<file path="config.mk">
export PLATFORM = sky130hd
export DESIGN_NAME = sid_bus_arb
export DESIGN_NICKNAME = d
export VERILOG_FILES = /design/src/rtl/sid_arb_pkg.sv /design/src/rtl/sid_arb_fifo.sv /design/src/rtl/sid_bus_arb.sv
export SDC_FILE = /design/constraint.sdc
export NUM_CORES = 1
export LEC_CHECK = 0
export CAP_MARGIN = 15
export CORE_MARGIN = 4
export CORE_UTILIZATION = 40
export DETAILED_ROUTE_END_ITERATION = 6
export GPL_ROUTABILITY_DRIVEN = 0
export PLACE_DENSITY = 0.66
export SLEW_MARGIN = 10
export SYNTH_ARGS = -nofsm -noshare
export SYNTH_HDL_FRONTEND = slang
export SYNTH_SLANG_ARGS = --single-unit
</file>
<file path="constraint.sdc">
create_clock -name clk -period 2.1 [get_ports clk]
set_input_delay 0.42 -clock clk [delete_from_list [all_inputs] [get_ports clk]]
set_output_delay 0.42 -clock clk [all_outputs]
set_load 0.01 [all_outputs]
</file>
<file path="src/rtl/sid_arb_pkg.sv">
// Shared encodings for the SID register-bus arbiter: clock-source FSM states
// and the write-source select.
package sid_arb_pkg;

  typedef enum logic {
    ST_INT = 1'b0,
    ST_EXT = 1'b1
  } clk_state_t;

  typedef enum logic [1:0] {
    SRC_NONE = 2'd0,
    SRC_CPU  = 2'd1,
    SRC_HOST = 2'd2
  } src_t;

endpackage

</file>
<file path="src/rtl/sid_arb_fifo.sv">
// Host-write FIFO for the SID arbiter: 2**FIFO_AW entries of DW bits,
// head visible on dout while non-empty, no write-through bypass.
module sid_arb_fifo #(
  parameter int DW      = 13,
  parameter int FIFO_AW = 3
) (
  input  logic          clk,
  input  logic          rst_n,
  input  logic          push,
  input  logic [DW-1:0] din,
  input  logic          pop,
  output logic [DW-1:0] dout,
  output logic          full,
  output logic          empty
);

  localparam int DEPTH = 1 << FIFO_AW;

  logic [DW-1:0]      mem [DEPTH];
  logic [FIFO_AW-1:0] wr_ptr;
  logic [FIFO_AW-1:0] rd_ptr;
  logic [FIFO_AW:0]   count;
  logic               do_push;
  logic               do_pop;

  // count only reaches 2**FIFO_AW when full, so its MSB is the full flag
  assign full    = count[FIFO_AW];
  assign empty   = (count == '0);
  assign do_push = push & ~full;
  assign do_pop  = pop & ~empty;
  assign dout    = mem[rd_ptr];

  always_ff @(posedge clk) begin
    if (do_push) mem[wr_ptr] <= din;
  end

  always_ff @(posedge clk or negedge rst_n) begin
    if (!rst_n) begin
      wr_ptr <= '0;
      rd_ptr <= '0;
      count  <= '0;
    end else begin
      if (do_push) wr_ptr <= wr_ptr + 1'b1;
      if (do_pop)  rd_ptr <= rd_ptr + 1'b1;
      case ({do_push, do_pop})
        2'b10:   count <= count + 1'b1;
        2'b01:   count <= count - 1'b1;
        default: count <= count;
      endcase
    end
  end

endmodule

</file>
<file path="src/rtl/sid_bus_arb.sv">
// SID register-bus arbiter: merges CPU and host-FIFO writes and sources the SID tick
// from PHI2 or an internal divider. Define SID_ARB_SHADOW_EN for the readable shadow RAM.
module sid_bus_arb
  import sid_arb_pkg::*;
#(
  parameter int AW      = 5,
  parameter int FIFO_AW = 3,
  parameter int DIV     = 24,
  parameter int TIMEOUT = 64
) (
  input  logic          clk,
  input  logic          rst_n,
  input  logic [AW-1:0] cpu_addr,
  input  logic [7:0]    cpu_wdata,
  input  logic          cpu_we,
  input  logic          cpu_clk_en,
  input  logic          host_valid,
  output logic          host_ready,
  input  logic [AW-1:0] host_addr,
  input  logic [7:0]    host_wdata,
  input  logic [AW-1:0] host_raddr,
  output logic [7:0]    host_rdata,
  output logic [AW-1:0] sid_addr,
  output logic [7:0]    sid_wdata,
  output logic          sid_we,
  output logic          sid_clk_en,
  output logic          ext_mode
);

  localparam int DIV_W = $clog2(DIV);
  localparam int WD_W  = $clog2(TIMEOUT + 1);
  localparam logic [DIV_W-1:0] DIV_LAST = DIV_W'(DIV - 1);
  localparam logic [WD_W-1:0]  WD_LAST  = WD_W'(TIMEOUT - 1);

  clk_state_t       state;
  logic [DIV_W-1:0] div_cnt;
  logic [WD_W-1:0]  wdog;

  src_t             src;
  logic             fifo_push;
  logic             fifo_pop;
  logic             fifo_full;
  logic             fifo_empty;
  logic [AW+7:0]    fifo_dout;
  logic             nxt_we;
  logic [AW-1:0]    nxt_addr;
  logic [7:0]       nxt_wdata;

  assign host_ready = ~fifo_full;
  assign fifo_push  = host_valid & host_ready;

  sid_arb_fifo #(
    .DW      (AW + 8),
    .FIFO_AW (FIFO_AW)
  ) u_fifo (
    .clk   (clk),
    .rst_n (rst_n),
    .push  (fifo_push),
    .din   ({host_addr, host_wdata}),
    .pop   (fifo_pop),
    .dout  (fifo_dout),
    .full  (fifo_full),
    .empty (fifo_empty)
  );

  // CPU writes always win; the FIFO head waits until a CPU-free cycle
  always_comb begin
    src = SRC_NONE;
    if (cpu_we)           src = SRC_CPU;
    else if (!fifo_empty) src = SRC_HOST;
  end

  assign fifo_pop  = (src == SRC_HOST);
  assign nxt_we    = (src != SRC_NONE);
  assign nxt_addr  = (src == SRC_CPU) ? cpu_addr  : fifo_dout[AW+7:8];
  assign nxt_wdata = (src == SRC_CPU) ? cpu_wdata : fifo_dout[7:0];

  always_ff @(posedge clk or negedge rst_n) begin
    if (!rst_n) begin
      sid_we    <= 1'b0;
      sid_addr  <= '0;
      sid_wdata <= '0;
    end else begin
      sid_we <= nxt_we;
      if (nxt_we) begin
        sid_addr  <= nxt_addr;
        sid_wdata <= nxt_wdata;
      end
    end
  end

  always_ff @(posedge clk or negedge rst_n) begin
    if (!rst_n) begin
      state      <= ST_INT;
      div_cnt    <= '0;
      wdog       <= '0;
      sid_clk_en <= 1'b0;
      ext_mode   <= 1'b0;
    end else begin
      sid_clk_en <= 1'b0;
      case (state)
        ST_INT: begin
          if (cpu_clk_en) begin
            state      <= ST_EXT;
            ext_mode   <= 1'b1;
            sid_clk_en <= 1'b1;
            div_cnt    <= '0;
            wdog       <= '0;
          end else if (div_cnt == DIV_LAST) begin
            div_cnt    <= '0;
            sid_clk_en <= 1'b1;
          end else begin
            div_cnt <= div_cnt + 1'b1;
          end
        end
        ST_EXT: begin
          sid_clk_en <= cpu_clk_en;
          if (cpu_clk_en) begin
            wdog <= '0;
          end else if (wdog == WD_LAST) begin
            // PHI2 gone quiet: restart the internal divider from zero
            state    <= ST_INT;
            ext_mode <= 1'b0;
            wdog     <= '0;
            div_cnt  <= '0;
          end else begin
            wdog <= wdog + 1'b1;
          end
        end
        default: state <= ST_INT;
      endcase
    end
  end

`ifdef SID_ARB_SHADOW_EN
  logic [7:0] shadow [1 << AW];

  // read samples pre-write contents, so a same-address collision returns old data
  always_ff @(posedge clk or negedge rst_n) begin
    if (!rst_n) begin
      for (int i = 0; i < (1 << AW); i++) shadow[i] <= '0;
      host_rdata <= '0;
    end else begin
      if (nxt_we) shadow[nxt_addr] <= nxt_wdata;
      host_rdata <= shadow[host_raddr];
    end
  end
`else
  logic unused_raddr;
  assign unused_raddr = ^host_raddr;
  assign host_rdata   = '0;
`endif

endmodule
</file>
==> results of run 1 <==
layer usage:
metal	GRT usage, %	up-vias
li1	-	1481
met3	5.25	10
met4	4.24	0
met2	24.0	94
met1	20.1	1631
met5	0	-
timing repair:
item / CTS / global route
gates resized for setup: 0 / 6
endpoints found under the setup margin: 0 / 12
buffers inserted: 0 / 2
endpoints found under the hold margin: 10 / 0
hold buffers: 1 / 0
flip-flops by register name, indices dropped and copies added, names as in the netlist:
name           count
u_fifo.mem       104
sid_wdata          8
wdog               7
div_cnt            5
sid_addr           5
u_fifo.count       4
u_fifo.rd_ptr      3
u_fifo.wr_ptr      3
ext_mode           1
sid_clk_en         1
sid_we             1
state              1
area by class of cell:
type,count,area share (%)
inverter,5,0.258
tap,180,3.09
multi-input combinational,173,21.6
clock buffer,20,6.27
sequential,143,56.3
clock inverter,12,1.84
timing repair buffer,84,10.6
cells in the final DEF (no fill, tap or decap), types with 8 or more instances in the layout:
cell type / netlist / layout
mux4_1: 9 / 9
a222oi_1: 13 / 13
dfrtp_1: 39 / 37
nor2_1: 13 / 12
clkbuf_16: 0 / 17
nand2_1: 37 / 37
conb_1: 1 / 8
clkdlybuf4s50_1: 0 / 46
mux4_2: 17 / 17
buf_4: 8 / 34
edfxtp_1: 104 / 104
metrics by stage:
step | power, mW | setup TNS, ns | cell area [um^2] | worst slack (ns) | hold WS (ns)
after CTS | 9.10 | 0 | 7250 | 0.0599 | 0.512
after detailed placement | 6.11 | -8.64 | 6650 | -0.358 | 0.446
after global placement | 6.05 | -13.79 | 6650 | -0.365 | 0.433
after global routing | 9.53 | 0 | 7280 | 0.0000662 | 0.548
final | 9.06 | 0 | 7280 | 0.129 | 0.507
after floorplan | 5.20 | 0 | 5810 | 0.000978 | 0.124
report_power, final:
part / leakage [nW] / internal [mW] / switching (mW) / total [mW]
sequential: 1.42 / 3.48 / 0.265 / 3.75
clock: 0.287 / 1.82 / 1.15 / 2.96
combinational: 0.967 / 1.26 / 1.09 / 2.35
worst max-delay path by stage:
stage                    start              end
2_1_floorplan  u_fifo.count[1]  u_fifo.count[2]
3_3_place_gp        host_valid  u_fifo.count[2]
3_5_place_dp        host_valid  u_fifo.count[2]
4_1_cts        u_fifo.count[1]  u_fifo.count[2]
5_1_grt        u_fifo.count[1]  u_fifo.count[2]
6_report       u_fifo.count[2]  u_fifo.count[2]
kinds of logic (layout without fill, tap and decap cells):
| kind of cell | count (synthesis) | in the layout | share of synthesized area, % |
|---|---|---|---|
| other | 1 | 8 | 0.0649 |
| AO/OA/AOI/OAI | 34 | 34 | 4.48 |
| multiplexers | 30 | 30 | 11.5 |
| XOR/XNOR | 11 | 11 | 1.67 |
| AND/OR/NAND/NOR | 83 | 83 | 7.04 |
| adder cells (fa/ha/maj) | 7 | 7 | 1.52 |
| flip-flops | 143 | 143 | 71.0 |
| buffers and inverters | 27 | 121 | 2.77 |
==> impl_metrics.tcl, run 1 <==
set metrics [dict create \
    outcome "finished clean" \
    tightest_slew_ns 0.770 \
    min_period_ns 1.97 \
    hp-class "flop to flop" \
    grt_overflow 0 \
    met1_length_mm 5.05 \
    startpoint_type "flop" \
    grt_pass1_vias 3356 \
    antenna_found_initial 0 \
    synth_edf_count 104 \
    cts_tree "yes" \
    slowest_delay_ns 0.43 \
    r2r_end "u_fifo.count[2]" \
    syn_area_per_cell_um2 17.2 \
    synth_common_cells "edfxtp_1, dfrtp_1, nand2_1" \
    dieWidth_um 128 \
    ys_ff_latch 143 \
    clockRootBuffer "clkbuf_16" \
    drt_iter0_markers 298 \
    synth.most_common_cell "edfxtp_1" \
    slew_viol_final 0 \
    final_util_pct 52.1 \
    synth.distinct_cells 44 \
    core-area_um2 14000 \
    grt_pass1_wl_mm 18.3 \
    io_pins 61 \
    p_leak_nw 2.67 \
    path_buf_inv 0 \
    synthDominantCellAreaShare_pct 54.1 \
    worstSkewPairLatency_ns 0.42 \
    min_period_over_period_pct 93.8 \
    wl_met3_um 696 \
    hpwl_mm 7.58 \
    netlist_instances 336 \
    dp_cells 582 \
    fin_cells 617 \
    cap_violations 0 \
    reg2regPathDepth 9 \
    route.met2.wl_mm 5.75 \
    cts_buffers 17 \
    synth_seq_area_share_pct 71.0 \
    nets 467 \
    relSlewSlack_pct 48.6 \
    ant_nets 0 \
    vias 3216 \
    crit_path_end_kind "flop" \
    start_util_pct 41.3 \
    fillCellCount 1146 \
    hold_viol_final 0 \
    dr.pass1.iters 6 \
    crit_top_cell "xor2_1" \
    hold_depth 1 \
    crit_cells 9 \
    whs_endpoint "div_cnt[0]" \
    p_per_area_nw_per_um2 1240 \
    yosysTopAreaCell "edfxtp_1" \
    yosysWarnings 0 \
    io_buffer_count 47 \
    die_y_um 128 \
    cts_max_level 4 \
    area_growth_pct 26.1 \
    die_area_um2 16400 \
    timing.rr.start "u_fifo.count[2]" \
    cts.path.max_buffers 2 \
    cp_max_fo 3 \
    num_rows 43 \
    routed_wl_mm 11.6 \
    cpMaxStageDelayCell "dfrtp_2" \
    grt_start_max_net_pins 29 \
    arrival_ns 2.27 \
    ir_drop_uv 651 \
    viasPerCell 5.21 \
    reg2reg_slack_ns 0.13 \
    path_delay_family "simple AND/OR/NAND/NOR gates" \
    multi_input_area_um2 1580 \
    drc 0 \
    final-seq-area_um2 4100 \
    synth_flop_cell "edfxtp_1" \
    antenna_cells 0 \
    path_class "flop to flop" \
    max_freq_ghz 0.507 \
    min_from "div_cnt[0]" \
    avgRoutedWirePerCell_um 18.8 \
    clock_sinks 143 \
    top_layer "met4" \
    critPathRequiredTime_ns 2.40 \
    synthArstFlopShare_pct 27.3 \
    fin_skew_ns 0.00706 \
    drive_gt1_share_pct 22.9 \
    cp_cell_sequence "nor4_4 -> nor2_2 -> ha_2 -> xor2_1 -> ha_1 -> a21oi_2 -> xor2_1 -> nor2_1 -> xor2_1" \
    clk_pin_slew_ns 0.06 \
    rsz0062_at_grt "no" \
    setup_viol 0 \
    netlist_top_cells_area "edfxtp_1, dfrtp_1, mux4_2, mux4_1, nand2_1" \
    grt_usage_pct 15.2 \
    syn_area_um2 5780 \
]
No activity file was read; power rests on OpenSTA's default activity.
==> run 2: changes to the inputs <==
Settings changed: HOLD_SLACK_MARGIN set to 0.06.
==> results of run 2 <==
No change in the layout: final DEF, timing and power equal those of run 1.
==> run 3: changes to the inputs <==
Settings changed: SLEW_MARGIN 10 to 20.
==> impl_metrics.tcl, run 3 (synthesis gave the netlist of run 1 again) <==
set metrics [dict create \
    viasPerCell 5.22 \
    hpwl_mm 7.58 \
    drc 0 \
    min_period_over_period_pct 94.4 \
    layout_common_cells "edfxtp_1, clkdlybuf4s50_1, nand2_1, dfrtp_1, buf_4" \
    regMostFlops "u_fifo.mem" \
    setup_viol 0 \
    min_period_ns 1.98 \
    grt_usage_pct 15.2 \
    die_area_um2 16400 \
    vias 3218 \
    outcome "finished clean" \
    antenna_found_initial 0 \
    ir_drop_uv 652 \
    start_util_pct 41.3 \
    path_class "primary input to flop" \
    hp-class "flop to flop" \
    num_rows 43 \
    max_freq_ghz 0.504 \
    core-area_um2 14000 \
    path_delay_family "buffers and inverters" \
    routed_wl_mm 11.6 \
    p_leak_nw 2.67 \
    worst_hold_slack_ns 0.507 \
    fin_skew_ns 0.00554 \
    clockRootBuffer "clkbuf_16" \
    hold_viol_final 0 \
    cap_violations 0 \
    startpoint_type "primary input" \
    largest_reg_flops 104 \
    ant_nets 0 \
    largestRegisters "u_fifo.mem (104), sid_wdata (8), wdog (7)" \
    clock_sinks 143 \
    arrival_ns 2.28 \
    io_pins 61 \
    critPathRequiredTime_ns 2.40 \
    dieWidth_um 128 \
    crit_top_cell "xor2_1" \
    drt_iter0_markers 325 \
    tightest_slew_ns 0.767 \
    grt_pass1_wl_mm 18.3 \
    cts.path.max_buffers 2 \
    dr.pass1.iters 5 \
    crit_path_end_kind "flop" \
    p_per_area_nw_per_um2 1240 \
    tns_ns 0 \
    slew_viol_final 0 \
    cts_buffers 17 \
    layout_commonest_cell "edfxtp_1" \
    grt_start_max_net_pins 29 \
    cp_cell_sequence "clkdlybuf4s50_1 -> nor2b_1 -> inv_1 -> ha_2 -> xor2_1 -> ha_1 -> a21oi_2 -> xor2_1 -> nor2_1 -> xor2_1" \
    nets 467 \
    worstSkewPairLatency_ns 0.42 \
    drive_gt1_share_pct 22.7 \
    path_buf_inv 2 \
    antenna_cells 0 \
    cts_max_level 4 \
    cp_max_fo 2 \
    grt_overflow 0 \
    clk_pin_slew_ns 0.06 \
    area_growth_pct 26.0 \
    rsz0062_at_grt "no" \
    io_buffer_count 47 \
    die_y_um 128 \
    cts_tree "yes" \
    cpMaxStageDelayCell "clkdlybuf4s50_1" \
    slowest_delay_ns 0.45 \
    grt_pass1_vias 3356 \
    relSlewSlack_pct 48.8 \
    avgRoutedWirePerCell_um 18.8 \
]
==> run 3: cell types whose count changed in the layout (fill, tap and decap cells not counted) <==
| cell | change |
|---|---|
| nor2b_1 | +1 |
| nor2b_2 | -1 |
==> run 3: repair_timing <==
item	4_1_cts	5_1_grt
hold buffers	1	0
resized for setup	0	4
endpoints found under the hold margin	22	0
buffers inserted	0	2
setup endpoints to repair	0	1
==> run 3: worst register-to-register path, cell delays in order, from the launching register on <==
cell and delay, ns:
dfrtp_2 0.43, nor4_4 0.33, nor2_2 0.08, ha_2 0.20, xor2_1 0.16, ha_1 0.19, a21oi_2 0.12, xor2_1 0.16
nor2_1 0.06, xor2_1 0.14
==> run 3: power by group <==
| group | switching (mW) | internal (mW) |
|---|---|---|
| logic | 1.09 | 1.26 |
| clock network | 1.14 | 1.82 |
| registers | 0.265 | 3.48 |
| total | 2.50 | 6.56 |
==> run 3: worst paths after layout <==
check	startpoint	cells after the start	slack, ns	to
min	div_cnt[0]	1	0.51	div_cnt[0]
max in group asynchronous	rst_n	3	1.01	u_fifo.wr_ptr[0]
min reg2reg	div_cnt[0]	1	0.51	div_cnt[0]
min in group asynchronous	rst_n	2	0.53	u_fifo.count[3]
max	host_valid	10	0.12	u_fifo.count[2]
max reg2reg	u_fifo.count[2]	9	0.13	u_fifo.count[2]
==> run 3: cell type report <==
class                      instances  area (um^2)
clock inverter                    12          134
tap                              180          225
clock buffer                      20          457
sequential                       143         4100
fill                            1146         6710
multi-input combinational        173         1570
inverter                           5         18.8
timing repair buffer              84          771
==> run 3: routing by layer <==
metal	vias to the layer above	part of all wire [%]	GRT usage [%]
met1	1642	44	20.1
met3	10	5.4	5.25
met5	-	0	0
met2	84	50	24.0
li1	1482	-	-
met4	0	0.84	4.24
==> run 3: through the flow <==
stage | setup WS (ns) | instance area (um^2) | power (mW) | utilization (%) | cells
2_1_floorplan | 0.000978 | 5810 | 5.20 | - | 343
3_3_place_gp | -0.365 | 6650 | 6.05 | 47.5 | 582
3_5_place_dp | -0.358 | 6650 | 6.11 | 47.5 | 582
4_1_cts | 0.0599 | 7250 | 9.10 | 51.8 | 615
5_1_grt | 0.0000648 | 7280 | 9.52 | 52.0 | 617
6_report | 0.117 | 7280 | 9.06 | 52.0 | 617
